<file path="src/rtl/seg_pkg.sv">
// Shared constants for the multiplexed 7-segment scanner: glyphs, segment bit
// positions, digit count and the digit-select helper.
package seg_pkg;

  localparam int NUM_DIG = 4;

  localparam int SEG_A  = 0;
  localparam int SEG_B  = 1;
  localparam int SEG_C  = 2;
  localparam int SEG_D  = 3;
  localparam int SEG_E  = 4;
  localparam int SEG_F  = 5;
  localparam int SEG_G  = 6;
  localparam int SEG_DP = 7;

  // Active-high glyphs, bit order g..a.
  localparam logic [6:0] GLYPH_0    = 7'h3F;
  localparam logic [6:0] GLYPH_1    = 7'h06;
  localparam logic [6:0] GLYPH_2    = 7'h5B;
  localparam logic [6:0] GLYPH_3    = 7'h4F;
  localparam logic [6:0] GLYPH_4    = 7'h66;
  localparam logic [6:0] GLYPH_5    = 7'h6D;
  localparam logic [6:0] GLYPH_6    = 7'h7D;
  localparam logic [6:0] GLYPH_7    = 7'h07;
  localparam logic [6:0] GLYPH_8    = 7'h7F;
  localparam logic [6:0] GLYPH_9    = 7'h6F;
  localparam logic [6:0] GLYPH_DASH = 7'h40;

  typedef logic [1:0]         dig_idx_t;
  typedef logic [NUM_DIG-1:0] dig_mask_t;

  function automatic dig_mask_t dig_onehot(input dig_idx_t idx);
    return dig_mask_t'(4'b0001 << idx);
  endfunction

endpackage

</file>
<file path="src/rtl/bcd_to_seg7.sv">
// Combinational BCD to active-high 7-segment decoder; non-BCD codes show a dash.
module bcd_to_seg7
  import seg_pkg::*;
(
  input  logic [3:0] bcd_i,
  output logic [6:0] seg_o
);

  // Glyph lookup; codes 10..15 fall through to the dash.
  always_comb begin
    seg_o = GLYPH_DASH;
    case (bcd_i)
      4'd0:    seg_o = GLYPH_0;
      4'd1:    seg_o = GLYPH_1;
      4'd2:    seg_o = GLYPH_2;
      4'd3:    seg_o = GLYPH_3;
      4'd4:    seg_o = GLYPH_4;
      4'd5:    seg_o = GLYPH_5;
      4'd6:    seg_o = GLYPH_6;
      4'd7:    seg_o = GLYPH_7;
      4'd8:    seg_o = GLYPH_8;
      4'd9:    seg_o = GLYPH_9;
      default: seg_o = GLYPH_DASH;
    endcase
  end

endmodule

</file>
<file path="src/rtl/seg_scan.sv">
// Four-digit multiplexed 7-segment scanner with frame-synchronous shadow
// register, per-slot anti-ghost blanking and leading-zero suppression.
module seg_scan
  import seg_pkg::*;
#(
  parameter int SCAN_DIV  = 50_000,
  parameter int BLANK_CYC = 500,
  parameter bit ACT_LOW   = 1'b1
) (
  input  logic        CLK_50,
  input  logic        reset_n,
  input  logic [15:0] BCD,
  input  logic [3:0]  DP,
  input  logic        LZB,
  output logic [7:0]  SEG,
  output logic [3:0]  DIG,
  output logic        FRAME
);

  localparam int             CW      = $clog2(SCAN_DIV);
  localparam logic [CW-1:0]  CNT_MAX = CW'(SCAN_DIV - 1);

  logic [CW-1:0] cnt_q, cnt_d;
  dig_idx_t      idx_q, idx_d;
  logic [15:0]   sh_bcd_q, sh_bcd_d;
  logic [3:0]    sh_dp_q, sh_dp_d;
  logic          frame_q, frame_d;
  logic [7:0]    seg_q, seg_d;
  dig_mask_t     dig_q, dig_d;

  logic          tick_s;
  logic          wrap_s;
  logic          in_blank_s;
  logic [3:0]    cur_bcd_s;
  logic [6:0]    glyph_s;
  logic [3:0]    zero_s;
  logic [3:0]    lz_mask_s;

  assign tick_s    = (cnt_q == CNT_MAX);
  assign wrap_s    = tick_s && (idx_q == 2'd3);
  assign cur_bcd_s = sh_bcd_q[{idx_q, 2'b00} +: 4];

  generate
    if (BLANK_CYC == 0) begin : g_no_blank
      assign in_blank_s = 1'b0;
    end else begin : g_blank
      localparam logic [CW-1:0] BLANK_V = CW'(BLANK_CYC);
      assign in_blank_s = (cnt_q < BLANK_V);
    end
  endgenerate

  bcd_to_seg7 u_dec (
    .bcd_i (cur_bcd_s),
    .seg_o (glyph_s)
  );

  // A digit is suppressed only while it and every digit above it are zero.
  always_comb begin
    for (int k = 0; k < NUM_DIG; k++) begin
      zero_s[k] = (sh_bcd_q[4*k +: 4] == 4'd0);
    end
    lz_mask_s    = 4'b0000;
    lz_mask_s[3] = LZB && zero_s[3];
    lz_mask_s[2] = lz_mask_s[3] && zero_s[2];
    lz_mask_s[1] = lz_mask_s[2] && zero_s[1];
    lz_mask_s[0] = 1'b0;
  end

  // Slot counter, digit index, shadow load and frame pulse next-state.
  always_comb begin
    cnt_d    = cnt_q + CW'(1);
    idx_d    = idx_q;
    sh_bcd_d = sh_bcd_q;
    sh_dp_d  = sh_dp_q;
    frame_d  = wrap_s;
    if (tick_s) begin
      cnt_d = '0;
      idx_d = idx_q + 2'd1;
    end else begin
      cnt_d = cnt_q + CW'(1);
    end
    if (wrap_s) begin
      sh_bcd_d = BCD;
      sh_dp_d  = DP;
    end else begin
      sh_bcd_d = sh_bcd_q;
      sh_dp_d  = sh_dp_q;
    end
  end

  // Active-high segment and digit drive for the current slot.
  always_comb begin
    seg_d = {sh_dp_q[idx_q], glyph_s};
    dig_d = dig_onehot(idx_q);
    if (lz_mask_s[idx_q]) begin
      seg_d = 8'h00;
    end else begin
      seg_d = {sh_dp_q[idx_q], glyph_s};
    end
    if (in_blank_s) begin
      dig_d = '0;
    end else begin
      dig_d = dig_onehot(idx_q);
    end
  end

  // State and output registers; reset clears everything immediately.
  always_ff @(posedge CLK_50 or negedge reset_n) begin
    if (!reset_n) begin
      cnt_q    <= '0;
      idx_q    <= 2'd0;
      sh_bcd_q <= 16'h0000;
      sh_dp_q  <= 4'h0;
      frame_q  <= 1'b0;
      seg_q    <= 8'h00;
      dig_q    <= '0;
    end else begin
      cnt_q    <= cnt_d;
      idx_q    <= idx_d;
      sh_bcd_q <= sh_bcd_d;
      sh_dp_q  <= sh_dp_d;
      frame_q  <= frame_d;
      seg_q    <= seg_d;
      dig_q    <= dig_d;
    end
  end

  // Board polarity is applied only here; everything upstream is active-high.
  assign SEG   = ACT_LOW ? ~seg_q : seg_q;
  assign DIG   = ACT_LOW ? ~dig_q : dig_q;
  assign FRAME = frame_q;

endmodule

</file>
<file path="config.mk">
export PLATFORM = sky130hd
export DESIGN_NAME = seg_scan
export DESIGN_NICKNAME = d
export VERILOG_FILES = /design/src/rtl/seg_pkg.sv /design/src/rtl/bcd_to_seg7.sv /design/src/rtl/seg_scan.sv
export SDC_FILE = /design/constraint.sdc
export NUM_CORES = 1
export LEC_CHECK = 0
export BUFFER_PORTS_ARGS = -buffer_cell sky130_fd_sc_hd__buf_4
export CORE_MARGIN = 2
export CORE_UTILIZATION = 55
export DETAILED_ROUTE_END_ITERATION = 10
export HOLD_SLACK_MARGIN = 0.06
export PLACE_DENSITY = 0.79
export SETUP_SLACK_MARGIN = 0.02
export SLEW_MARGIN = 15
export SYNTH_ARGS = -nofsm -noshare
export SYNTH_HDL_FRONTEND = slang
export SYNTH_HIERARCHICAL = 1
export SYNTH_SLANG_ARGS = --single-unit
</file>
<file path="constraint.sdc">
create_clock -name CLK_50 -period 3.1 [get_ports CLK_50]
set_clock_uncertainty 0.15 [all_clocks]
set_input_delay 0.155 -clock CLK_50 [delete_from_list [all_inputs] [get_ports CLK_50]]
set_output_delay 0.155 -clock CLK_50 [all_outputs]
set_load 0.005 [all_outputs]
</file>
Yosys cells after proc, flatten, opt, wreduce, memory -nomap -nowiden
Memories as Yosys holds them, arrays and structs flattened.
Cells that the tools add are included.
{"block": "totals", "n_memories": 1, "rom_bits": 112, "reg_bits": 51, "out_inout_bits": 13}
{"block": "classes", "n_mux": 7, "shifts": 2, "n_bitwise": 2, "n_lt_le_gt_ge": 2, "n_addsub": 2, "n_reduce_logical": 7, "eq_ne": 2}
{"memory": "(name not given)", "depth": 16, "word_bits": 7, "rd": 1, "rd_clocked_by_memory_dff": 0, "write_ports": 0, "line": "bcd_to_seg7.sv:12", "rtl": "case (bcd_i)"}
{"operator": "$add 16x1->16 const B", "n": 1}
{"operator": "$eq 16x16->1 const B", "n": 1}
{"operator": "$lt 16x9->1 const B", "n": 1}
{"operator": "$mux 16", "n": 1}
{"operator": "$shiftx 16x5->4", "n": 1}
{"operator": "$logic_not 4->1", "n": 3}
{"operator": "$mux 8", "n": 1}
{"operator": "$not 8->8", "n": 1}
{"operator": "$bmux 1 s2", "n": 2}
{"operator": "$logic_and 1x1->1", "n": 4}
{"operator": "$mux 4", "n": 1}
{"operator": "$not 4->4", "n": 1}
{"operator": "$shl 1x2->4 const A", "n": 1}
{"operator": "$lt 2x3->1 const B", "n": 1}
{"operator": "$add 2x1->2 const B", "n": 1}
{"operator": "$eq 2x2->1 const B", "n": 1}
{"operator": "$mux 1", "n": 2}

Logic depth before layout (Yosys ltp)
Gate-level depths: netlist of run 1.
{"block": "logic_depth", "word_depth": 7, "mapped_depth": 7}

Modules after synthesis
The synthesis of run 1 kept the hierarchy.
{"module": "seg_scan", "area_each_um2": 2362.3, "cells_per_inst": 184, "instances": 1}
{"module": "bcd_to_seg7", "area_each_um2": 225.2, "cells_per_inst": 29, "instances": 1}

Worst setup path before layout of run 1
OpenSTA, ideal clock, no wires.
{"block": "synth_timing", "path_kind": "reg2reg", "start": "register idx_q[0]", "end": "register seg_q[3]", "stages_incl_launch_ff": 7, "arrival_time_ns": 1.975, "setup_time_ns": 0.074, "path_buffers": 1, "slack_ns": 0.901, "cell_sequence": "dfrtp_1 -> clkbuf_1 -> mux4_2 -> ha_1 -> mux2_4 -> o22ai_1 -> nor2b_1"}
{"block": "synth_via", "elab_chain_cells": 3}
{"element": "start: declaration", "line": "seg_scan.sv:24", "rtl": "dig_idx_t idx_q, idx_d;"}
{"element": "start signal: assignment", "line": "seg_scan.sv:119", "rtl": "idx_q <= idx_d;"}
{"element": "$shiftx 16x5->4", "line": "seg_scan.sv:41", "rtl": "assign cur_bcd_s = sh_bcd_q[{idx_q, 2'b00} +: 4];"}
{"element": "net cur_bcd_s[0]", "line": "seg_scan.sv:34", "rtl": "logic [3:0] cur_bcd_s;"}
{"element": "$mem_v2 16x7"}
{"element": "net glyph_s[3]", "line": "seg_scan.sv:35", "rtl": "logic [6:0] glyph_s;"}
{"element": "$mux 8", "line": "seg_scan.sv:95", "rtl": "if (lz_mask_s[idx_q]) begin"}
{"element": "net seg_d[3]", "line": "seg_scan.sv:28", "rtl": "logic [7:0] seg_q, seg_d;"}
{"element": "end signal: assignment", "line": "seg_scan.sv:123", "rtl": "seg_q <= seg_d;"}
{"element": "end: declaration", "line": "seg_scan.sv:28"}
The timed path passes the listed nets, and every way through them passes these cells. The select of a mux whose other input is x is not followed.
A chain may end at the register's enable or synchronous reset.

Final worst setup path of run 1
{"block": "layout_timing", "start": "register cnt_q[10]", "end": "register sh_bcd_q[7]"}
{"block": "layout_via", "elab_chain_cells": 2}
{"element": "start: declaration", "line": "seg_scan.sv:23", "rtl": "logic [CW-1:0] cnt_q, cnt_d;"}
{"element": "start signal: assignment", "line": "seg_scan.sv:118", "rtl": "cnt_q <= cnt_d;"}
{"element": "$eq 16x16->1", "line": "seg_scan.sv:39", "rtl": "assign tick_s = (cnt_q == CNT_MAX);"}
{"element": "$logic_and 1x1->1", "line": "seg_scan.sv:40", "rtl": "assign wrap_s = tick_s && (idx_q == 2'd3);"}
{"element": "end signal: assignment", "line": "seg_scan.sv:112", "rtl": "sh_bcd_q <= 16'h0000;"}
{"element": "end signal: assignment", "line": "seg_scan.sv:120", "rtl": "sh_bcd_q <= sh_bcd_d;"}
{"element": "end: declaration", "line": "seg_scan.sv:25", "rtl": "logic [15:0] sh_bcd_q, sh_bcd_d;"}
Every way passes these cells.

==> impl_table.tex, run 1 <==
\begin{tabular}{lr}
\hline
Metric & Value \\
\hline
\multicolumn{2}{l}{\textbf{Power}} \\
Power density of the placed cells & 393.4 nW/um2 \\
Worst supply voltage drop on vdd & about 0.30 mV \\
Cell leakage power & about 1.5 nW \\
\multicolumn{2}{l}{\textbf{Global route}} \\
First-pass GRT wire length & roughly 8.4 mm \\
Via count of the first global-routing pass & roughly 1,700 \\
Antenna violations before repair & 0 \\
Total routing resource utilization after global routing & between 20\% and 30\% \\
Total gr overflow & 0 \\
Largest net degree at the start of global routing & 52 \\
\multicolumn{2}{l}{\textbf{Critical path}} \\
Largest stage delay on the critical path & 0.59 ns \\
Slowest stage cell on the critical path & or4\_4 \\
Slack of the worst reg-to-reg path & approximately 0.65 ns \\
Critical path class & reg -> reg \\
Crit Path Max Fanout & 20 \\
Worst R2R Start & cnt\_q[10] \\
First element of the critical path & cnt\_q[10] \\
Capture point of the worst reg-to-reg path & sh\_bcd\_q[7] \\
Endpoint class of the critical path & flop \\
CP startpoint kind & flop \\
Logic depth of the worst register-to-register path & 4 \\
Data required time of the worst path & about 3.1 ns \\
Crit path cell chain & or4\_4 > nor4\_4 > nand2\_2 > mux2\_4 \\
Count of buffer and inverter cells on the critical path & 0 \\
Crit path arrival time & roughly 2.5 ns \\
Crit path max-delay family & simple AND/OR/NAND/NOR gates \\
\multicolumn{2}{l}{\textbf{Timing}} \\
Worst path setup slack after routing & roughly 0.65 ns \\
Measured slew at the worst slew-check pin & between 0.7 and 0.8 ns \\
Number of max-slew violations in the final report & 0 \\
Headroom to the max-slew limit & between 50\% and 60\% \\
Unrepaired setup endpoints after global routing & no \\
Number of hold violations in the final report & 0 \\
Final critical delay including setup and external delays & about 2.5 ns \\
Total negative slack & 0 ns \\
Part of the cycle the worst path needs & between 70\% and 80\% \\
Setup Viol. Count Final & 0 \\
Maximum clock frequency & 0.4077 GHz \\
\multicolumn{2}{l}{\textbf{Placement}} \\
Setup slack at placement & 0.6478 ns \\
Final estimated routing congestion in global placement & just under 0.8 \\
Final HPWL from detailed placement & 2.964 mm \\
Number of buffer cells added on primary ports & 35 \\
\multicolumn{2}{l}{\textbf{Routing}} \\
Antenna Violating Nets Remaining & 0 \\
Drt initial violations & slightly above 100 \\
Drt wl/cell & approximately 16 um \\
Avg Vias per Cell & 5.422 \\
Number of vias in the routed layout & between 1,500 and 2,000 \\
First-pass iteration count of the detailed router & 4 \\
Number of remaining DRC errors & 0 \\
Total wire length after detailed routing & 5.280 mm \\
\multicolumn{2}{l}{\textbf{Clocking}} \\
Maximum root-to-sink buffer count & 2 \\
Clock latency on the worst-skew pair & roughly 0.3 ns \\
Clock buffer count from CTS & 5 \\
CTS tree & yes \\
Root cell of the clock tree & clkbuf\_8 \\
Register clock-pin slew on the reported worst setup and hold paths & $\sim$0.090 ns \\
TritonCTS Sinks & 51 \\
H-tree lvl count & 2 \\
\multicolumn{2}{l}{\textbf{Synth}} \\
Avg Cell Area, Syn & between 10 and 15 um2 \\
Register bit count reported by yosys & just over 50 \\
Synthesized instance count & about 210 \\
Nets in the synthesized netlist & about 250 \\
Top post-synthesis cells by area & dfrtp\_1 49\%, mux2\_4 12\%, ha\_1 5.3\% \\
Post-synth cell types & 34 \\
Post-synthesis sequential area ratio & around half \\
Cell type with the largest total area after synthesis & dfrtp\_1 \\
Area of the mapped netlist & around 2600 um2 \\
Proportion of netlist area held by the largest area contributor & approximately half \\
Count of warnings emitted by yosys & 6 \\
\multicolumn{2}{l}{\textbf{Layout}} \\
Fillers & between 200 and 300 \\
Area Growth Syn to Fin & 22.63\% \\
Commonest non-fill, non-tap cell in the layout & dfrtp\_1 \\
Antenna cells & 0 \\
Share of final-layout standard cells stronger than drive strength 1 & between 20\% and 30\% \\
Number of nets at the end of the flow & around 300 \\
Highest-count cells in the layout ignoring fill and taps & 51 x dfrtp\_1, 36 x buf\_4, 21 x inv\_1, 21 x mux2\_4, 21 x dlygate4sd3\_1 \\
\multicolumn{2}{l}{\textbf{Min path}} \\
Hold Path Sink & seg\_q[5] \\
Classification of the worst-slack hold path & in -> reg \\
Critical hold path startpoint & LZB \\
Number of cells on the worst hold path & 4 \\
\multicolumn{2}{l}{\textbf{Run status}} \\
Outcome & complete, no violations \\
\multicolumn{2}{l}{\textbf{Floorplanning}} \\
Die extent in y & 72.59 um \\
Initial Util & 58.22\% \\
Floorplan core area & around 4400 um2 \\
Number of top-level design ports & 36 \\
Die Outline Area & 5269 um2 \\
Floorplan die width & 72.59 um \\
Standard-cell row count & 24 \\
\multicolumn{2}{l}{\textbf{Flow run}} \\
Reported max-cap violation count & 0 \\
\hline
\end{tabular}
==> tightest hold or removal path, stage by stage <==
cell and delay, ns:
buf_4 0.12, nand2_1 0.05, a21oi_1 0.13, nor2b_1 0.13
==> kinds of logic after synthesis <==
family                     count (synthesis)  synth area share [%]
DFF                                       51                 49.32
adders and majority gates                 11                 5.319
xor gates and xnor gates                  12                 4.062
muxes                                     26                 16.54
AOI/OAI and AO/OA                         19                 4.352
and+or+nand+nor                           65                 15.04
buffers and inverters                     29                 5.367
==> cell usage after synthesis <==
master	count
nor2b_1	10
a21o_1	2
nand2_1	9
nand2_2	1
or3_1	4
o21ai_0	7
nand3_1	3
or4bb_1	1
mux2_4	21
nand4b_1	2
clkbuf_1	4
nand2b_1	1
buf_6	4
a22oi_1	1
dfrtp_1	51
and4_1	3
nand4_1	5
and2_1	4
xnor2_1	6
xor2_1	6
nor4_4	1
or4_4	1
o211ai_1	1
inv_1	21
and2b_1	1
and3_1	1
mux4_2	5
o31a_1	1
ha_1	11
nor2_1	12
o22ai_1	3
a21oi_1	4
nor4_1	5
or2_1	1
==> power breakdown <==
group          switching (W)  internal (W)  total (W)
logic              0.0000496     0.0000805   0.000130
registers          0.0000153      0.000686   0.000701
clock network       0.000213      0.000204   0.000417
total               0.000278      0.000970    0.00125
==> metal layers <==
metal  track usage [%]  part of all wire [%]
met1             26.18                    42
met2             38.38                    53
met3             4.420                   3.1
met4             8.230                   2.1
met5                 0                     0
==> layout make-up <==
class / instances / area, um2 / share of cell area, %
timing repair buffer: 57 / 480.5 / 15.14
clock buffer: 8 / 100.1 / 3.155
inverter: 21 / 78.83 / 2.484
tap: 52 / 65.06 / 2.050
sequential: 51 / 1276 / 40.22
multi-input combinational: 133 / 1172 / 36.95
==> stage by stage <==
| stage | std cells | util (%) | total power (W) | hold slack, ns | area (um2) |
|---|---|---|---|---|---|
| floorplan | 213 | - | 0.0007626 | -0.2906 | 2587 |
| global placement | 293 | 64.41 | 0.0008130 | 0.06044 | 2863 |
| detailed placement | 293 | 64.41 | 0.0008168 | 0.06696 | 2863 |
| CTS | 322 | 71.40 | 0.001250 | 0.1602 | 3173 |
| global route | 322 | 71.40 | 0.001288 | 0.2127 | 3173 |
| finish | 322 | 71.40 | 0.001248 | 0.1765 | 3173 |
==> how the worst max path moves through the flow <==
stage	to	slack (ns)	depth (start not counted)
after detailed placement	sh_bcd_q[8]	0.65	4
after global placement	sh_dp_q[1]	0.70	4
after floorplan	seg_q[3]	0.90	6
final	sh_bcd_q[7]	0.65	4
after CTS	sh_bcd_q[7]	0.63	4
after global routing	sh_bcd_q[7]	0.56	4
==> registers in the layout, summed over array words and instances, names as in the netlist <==
signal,flops
sh_dp_q,4
cnt_q,16
sh_bcd_q,16
dig_q,4
seg_q,8
idx_q,2
FRAME,1
==> what timing repair did <==
action                    CTS  global route
gates resized for setup     0             0
hold buffers               21             0
buffers inserted            0             0
hold endpoints to repair   71             0
No activity file was read; power rests on OpenSTA's default activity.
==> run 2: changes to the inputs <==
- clock period: 3.1 -> 2.35 ns (I/O delays scaled with it)
==> run 2 against run 1 <==
  * Routed wire length decreased by 5.2%
  * Design area increased by 1.7%
  * Sequential share of layout area decreased by 0.65 points
  * Cell count increased by 1.6%
  * Global-route usage decreased by 0.47 points
  * Clock power increased by 32%
  * Sequential power increased by 32%
  * Utilization increased by 1.2 points
  * Non-clock buffer count increased by 5
  * Power increased by 32%
  * Worst setup slack got worse by 0.47 ns
==> impl_table.tex, run 2 (same netlist as run 1, synthesis figures left out) <==
\begin{tabular}{lr}
\hline
Metric & Value \\
\hline
\multicolumn{2}{l}{\textbf{Timing}} \\
Worst path setup slack after routing & 0.1733 ns (was 0.6474 ns) \\
Part of the cycle the worst path needs & 92.63\% (was 79.12\%) \\
Unrepaired setup endpoints after global routing & no (unchanged) \\
Number of max-slew violations in the final report & 0 (unchanged) \\
Total negative slack & 0 ns (unchanged) \\
Number of hold violations in the final report & 0 (unchanged) \\
Setup Viol. Count Final & 0 (unchanged) \\
Measured slew at the worst slew-check pin & 0.6202 ns (was 0.7118 ns) \\
Final critical delay including setup and external delays & 2.177 ns (was 2.453 ns) \\
Worst-case hold slack & 0.1566 ns (was 0.1765 ns) \\
Headroom to the max-slew limit & 58.65\% (was 52.55\%) \\
Maximum clock frequency & 0.4594 GHz (was 0.4077 GHz) \\
\multicolumn{2}{l}{\textbf{Layout}} \\
Commonest non-fill, non-tap cell in the layout & dfrtp\_1 (unchanged) \\
Area Growth Syn to Fin & 24.76\% (was 22.63\%) \\
Largest regs & cnt\_q x16, sh\_bcd\_q x16, seg\_q x8 (unchanged) \\
Non-filler cells in the finished layout & 327 (was 322) \\
Antenna cells & 0 (unchanged) \\
Number of nets at the end of the flow & 308 (was 303) \\
Highest-count cells in the layout ignoring fill and taps & 50 x dfrtp\_1, 40 x buf\_4, 21 x inv\_1, 21 x mux2\_4, 21 x dlygate4sd3\_1 (was 51 x dfrtp\_1, 36 x buf\_4, 21 x inv\_1, 21 x mux2\_4, 21 x dlygate4sd3\_1) \\
Share of final-layout standard cells stronger than drive strength 1 & 28.73\% (was 26.67\%) \\
\multicolumn{2}{l}{\textbf{Global route}} \\
Total gr overflow & 0 (unchanged) \\
Met1 Use GR & 28.40\% (was 26.18\%) \\
Most used routing layer in global routing & met2 (unchanged) \\
Via count of the first global-routing pass & 1,797 (was 1,679) \\
Total routing resource utilization after global routing & 21.27\% (was 21.75\%) \\
First-pass GRT wire length & 8.473 mm (was 8.383 mm) \\
GR Util met3 & 4.834\% (was 4.420\%) \\
Largest net degree at the start of global routing & 52 (unchanged) \\
Antenna violations before repair & 0 (unchanged) \\
Met2 track utilization from global routing & 33.84\% (was 38.38\%) \\
\multicolumn{2}{l}{\textbf{Run status}} \\
Outcome & complete, no violations (unchanged) \\
\multicolumn{2}{l}{\textbf{Routing}} \\
First-pass iteration count of the detailed router & 4 (unchanged) \\
Drt initial violations & 107 (was 102) \\
Number of remaining DRC errors & 0 (unchanged) \\
Total wire length after detailed routing & 5.008 mm (was 5.280 mm) \\
Drt wl/cell & 15.31 um (was 16.40 um) \\
Number of vias in the routed layout & 1,801 (was 1,746) \\
Avg Vias per Cell & 5.508 (was 5.422) \\
Antenna Violating Nets Remaining & 0 (unchanged) \\
\multicolumn{2}{l}{\textbf{Critical path}} \\
Crit path cell chain & or4\_4 > nor4\_4 > nand2\_2 > buf\_12 > mux2\_4 (was or4\_4 > nor4\_4 > nand2\_2 > mux2\_4) \\
Slowest stage cell on the critical path & or4\_4 (unchanged) \\
Endpoint class of the critical path & flop (unchanged) \\
First element of the critical path & cnt\_q[10] (unchanged) \\
Logic depth of the worst register-to-register path & 5 (was 4) \\
Slack of the worst reg-to-reg path & 0.17 ns (was 0.65 ns) \\
Data required time of the worst path & 2.39 ns (was 3.14 ns) \\
Capture point of the worst reg-to-reg path & sh\_bcd\_q[12] (was sh\_bcd\_q[7]) \\
Worst R2R Start & cnt\_q[10] (unchanged) \\
Critical path class & reg -> reg (unchanged) \\
Crit path arrival time & 2.22 ns (was 2.49 ns) \\
CP startpoint kind & flop (unchanged) \\
Largest stage delay on the critical path & 0.58 ns (was 0.59 ns) \\
Crit Path Max Fanout & 20 (unchanged) \\
\multicolumn{2}{l}{\textbf{Power}} \\
Worst supply voltage drop on vdd & 0.4015 mV (was 0.2969 mV) \\
Power density of the placed cells & 508.8 nW/um2 (was 393.4 nW/um2) \\
Cell leakage power & 1.550 nW (was 1.524 nW) \\
\multicolumn{2}{l}{\textbf{Clocking}} \\
Post-CTS setup repair buffer count & 0 (unchanged) \\
Maximum root-to-sink buffer count & 2 (unchanged) \\
Register clock-pin slew on the reported worst setup and hold paths & 0.09 ns (about the same) \\
Root cell of the clock tree & clkbuf\_8 (unchanged) \\
H-tree lvl count & 2 (unchanged) \\
CTS tree & yes (unchanged) \\
TritonCTS Sinks & 51 (unchanged) \\
Clock latency on the worst-skew pair & 0.31 ns (was 0.30 ns) \\
Clock buffer count from CTS & 5 (unchanged) \\
\multicolumn{2}{l}{\textbf{Placement}} \\
Final estimated routing congestion in global placement & 0.8245 (was 0.7843) \\
Number of buffer cells added on primary ports & 35 (unchanged) \\
Setup slack at placement & 0.1158 ns (was 0.6478 ns) \\
Final HPWL from detailed placement & 3.214 mm (was 2.964 mm) \\
Number of placed cells counting well taps & 298 (was 293) \\
\multicolumn{2}{l}{\textbf{Min path}} \\
Classification of the worst-slack hold path & in -> reg (unchanged) \\
Number of cells on the worst hold path & 5 (was 4) \\
Critical hold path startpoint & LZB (unchanged) \\
Hold Path Sink & seg\_q[1] (was seg\_q[5]) \\
\multicolumn{2}{l}{\textbf{Floorplanning}} \\
Die Outline Area & 5269 um2 (unchanged) \\
Number of top-level design ports & 36 (unchanged) \\
Floorplan die width & 72.59 um (unchanged) \\
Standard-cell row count & 24 (unchanged) \\
Floorplan core area & 4444 um2 (unchanged) \\
Initial Util & 58.22\% (unchanged) \\
Die extent in y & 72.59 um (unchanged) \\
\multicolumn{2}{l}{\textbf{Flow run}} \\
Reported max-cap violation count & 0 (unchanged) \\
\hline
\end{tabular}
run 2: timing repair:
action	CTS	global route
endpoints found under the setup margin	0	4
resized for setup	0	1
hold buffers	21	0
hold endpoints to repair	71	0
run 2: cell type report:
class	instances	area, um2
multi-input cells	133	1172
well taps	52	65.06
inverters	21	78.83
clock inverters	1	7.507
clock buffers	7	96.34
flip-flops and latches	51	1277
fillers	295	1216
repair buffers	62	530.5
run 2: power breakdown:
group	switching (W)	internal [W]
combinational	0.0000633	0.000107
sequential	0.0000178	0.000905
clock	0.000281	0.000268
total	0.000363	0.00128
run 2: worst max path at each step:
stage | endpoint | slack (ns) | cells past startpoint
floorplan | seg_q[3] | 0.15 | 6
global placement | seg_q[3] | 0.16 | 5
detailed placement | seg_q[3] | 0.12 | 5
CTS | seg_q[3] | 0.1 | 5
global route | sh_bcd_q[12] | 0.09 | 5
finish | sh_bcd_q[12] | 0.17 | 5
run 2: stage by stage:
step / total power [W] / utilization (%) / instance area [um2]
3_3_place_gp: 0.001074 / 65.54 / 2913
3_5_place_dp: 0.001081 / 65.54 / 2913
4_1_cts: 0.001655 / 72.61 / 3227
5_1_grt: 0.001713 / 72.64 / 3228
2_1_floorplan: 0.001006 / - / 2587
6_report: 0.001642 / 72.64 / 3228
run 2: critical path: cells and delay by family (launching register included):
| kind | cells | cell delay [ns] |
|---|---|---|
| flops | 1 | 0.43 |
| buf+inv | 1 | 0.18 |
| simple gates | 3 | 0.99 |
| mux | 1 | 0.31 |
run 2: per-layer routing:
metal / vias up / routed length (um)
met4: 0 / 123
met2: 51 / 2515
li1: 846 / -
met3: 12 / 201
met5: - / 0
met1: 892 / 2167
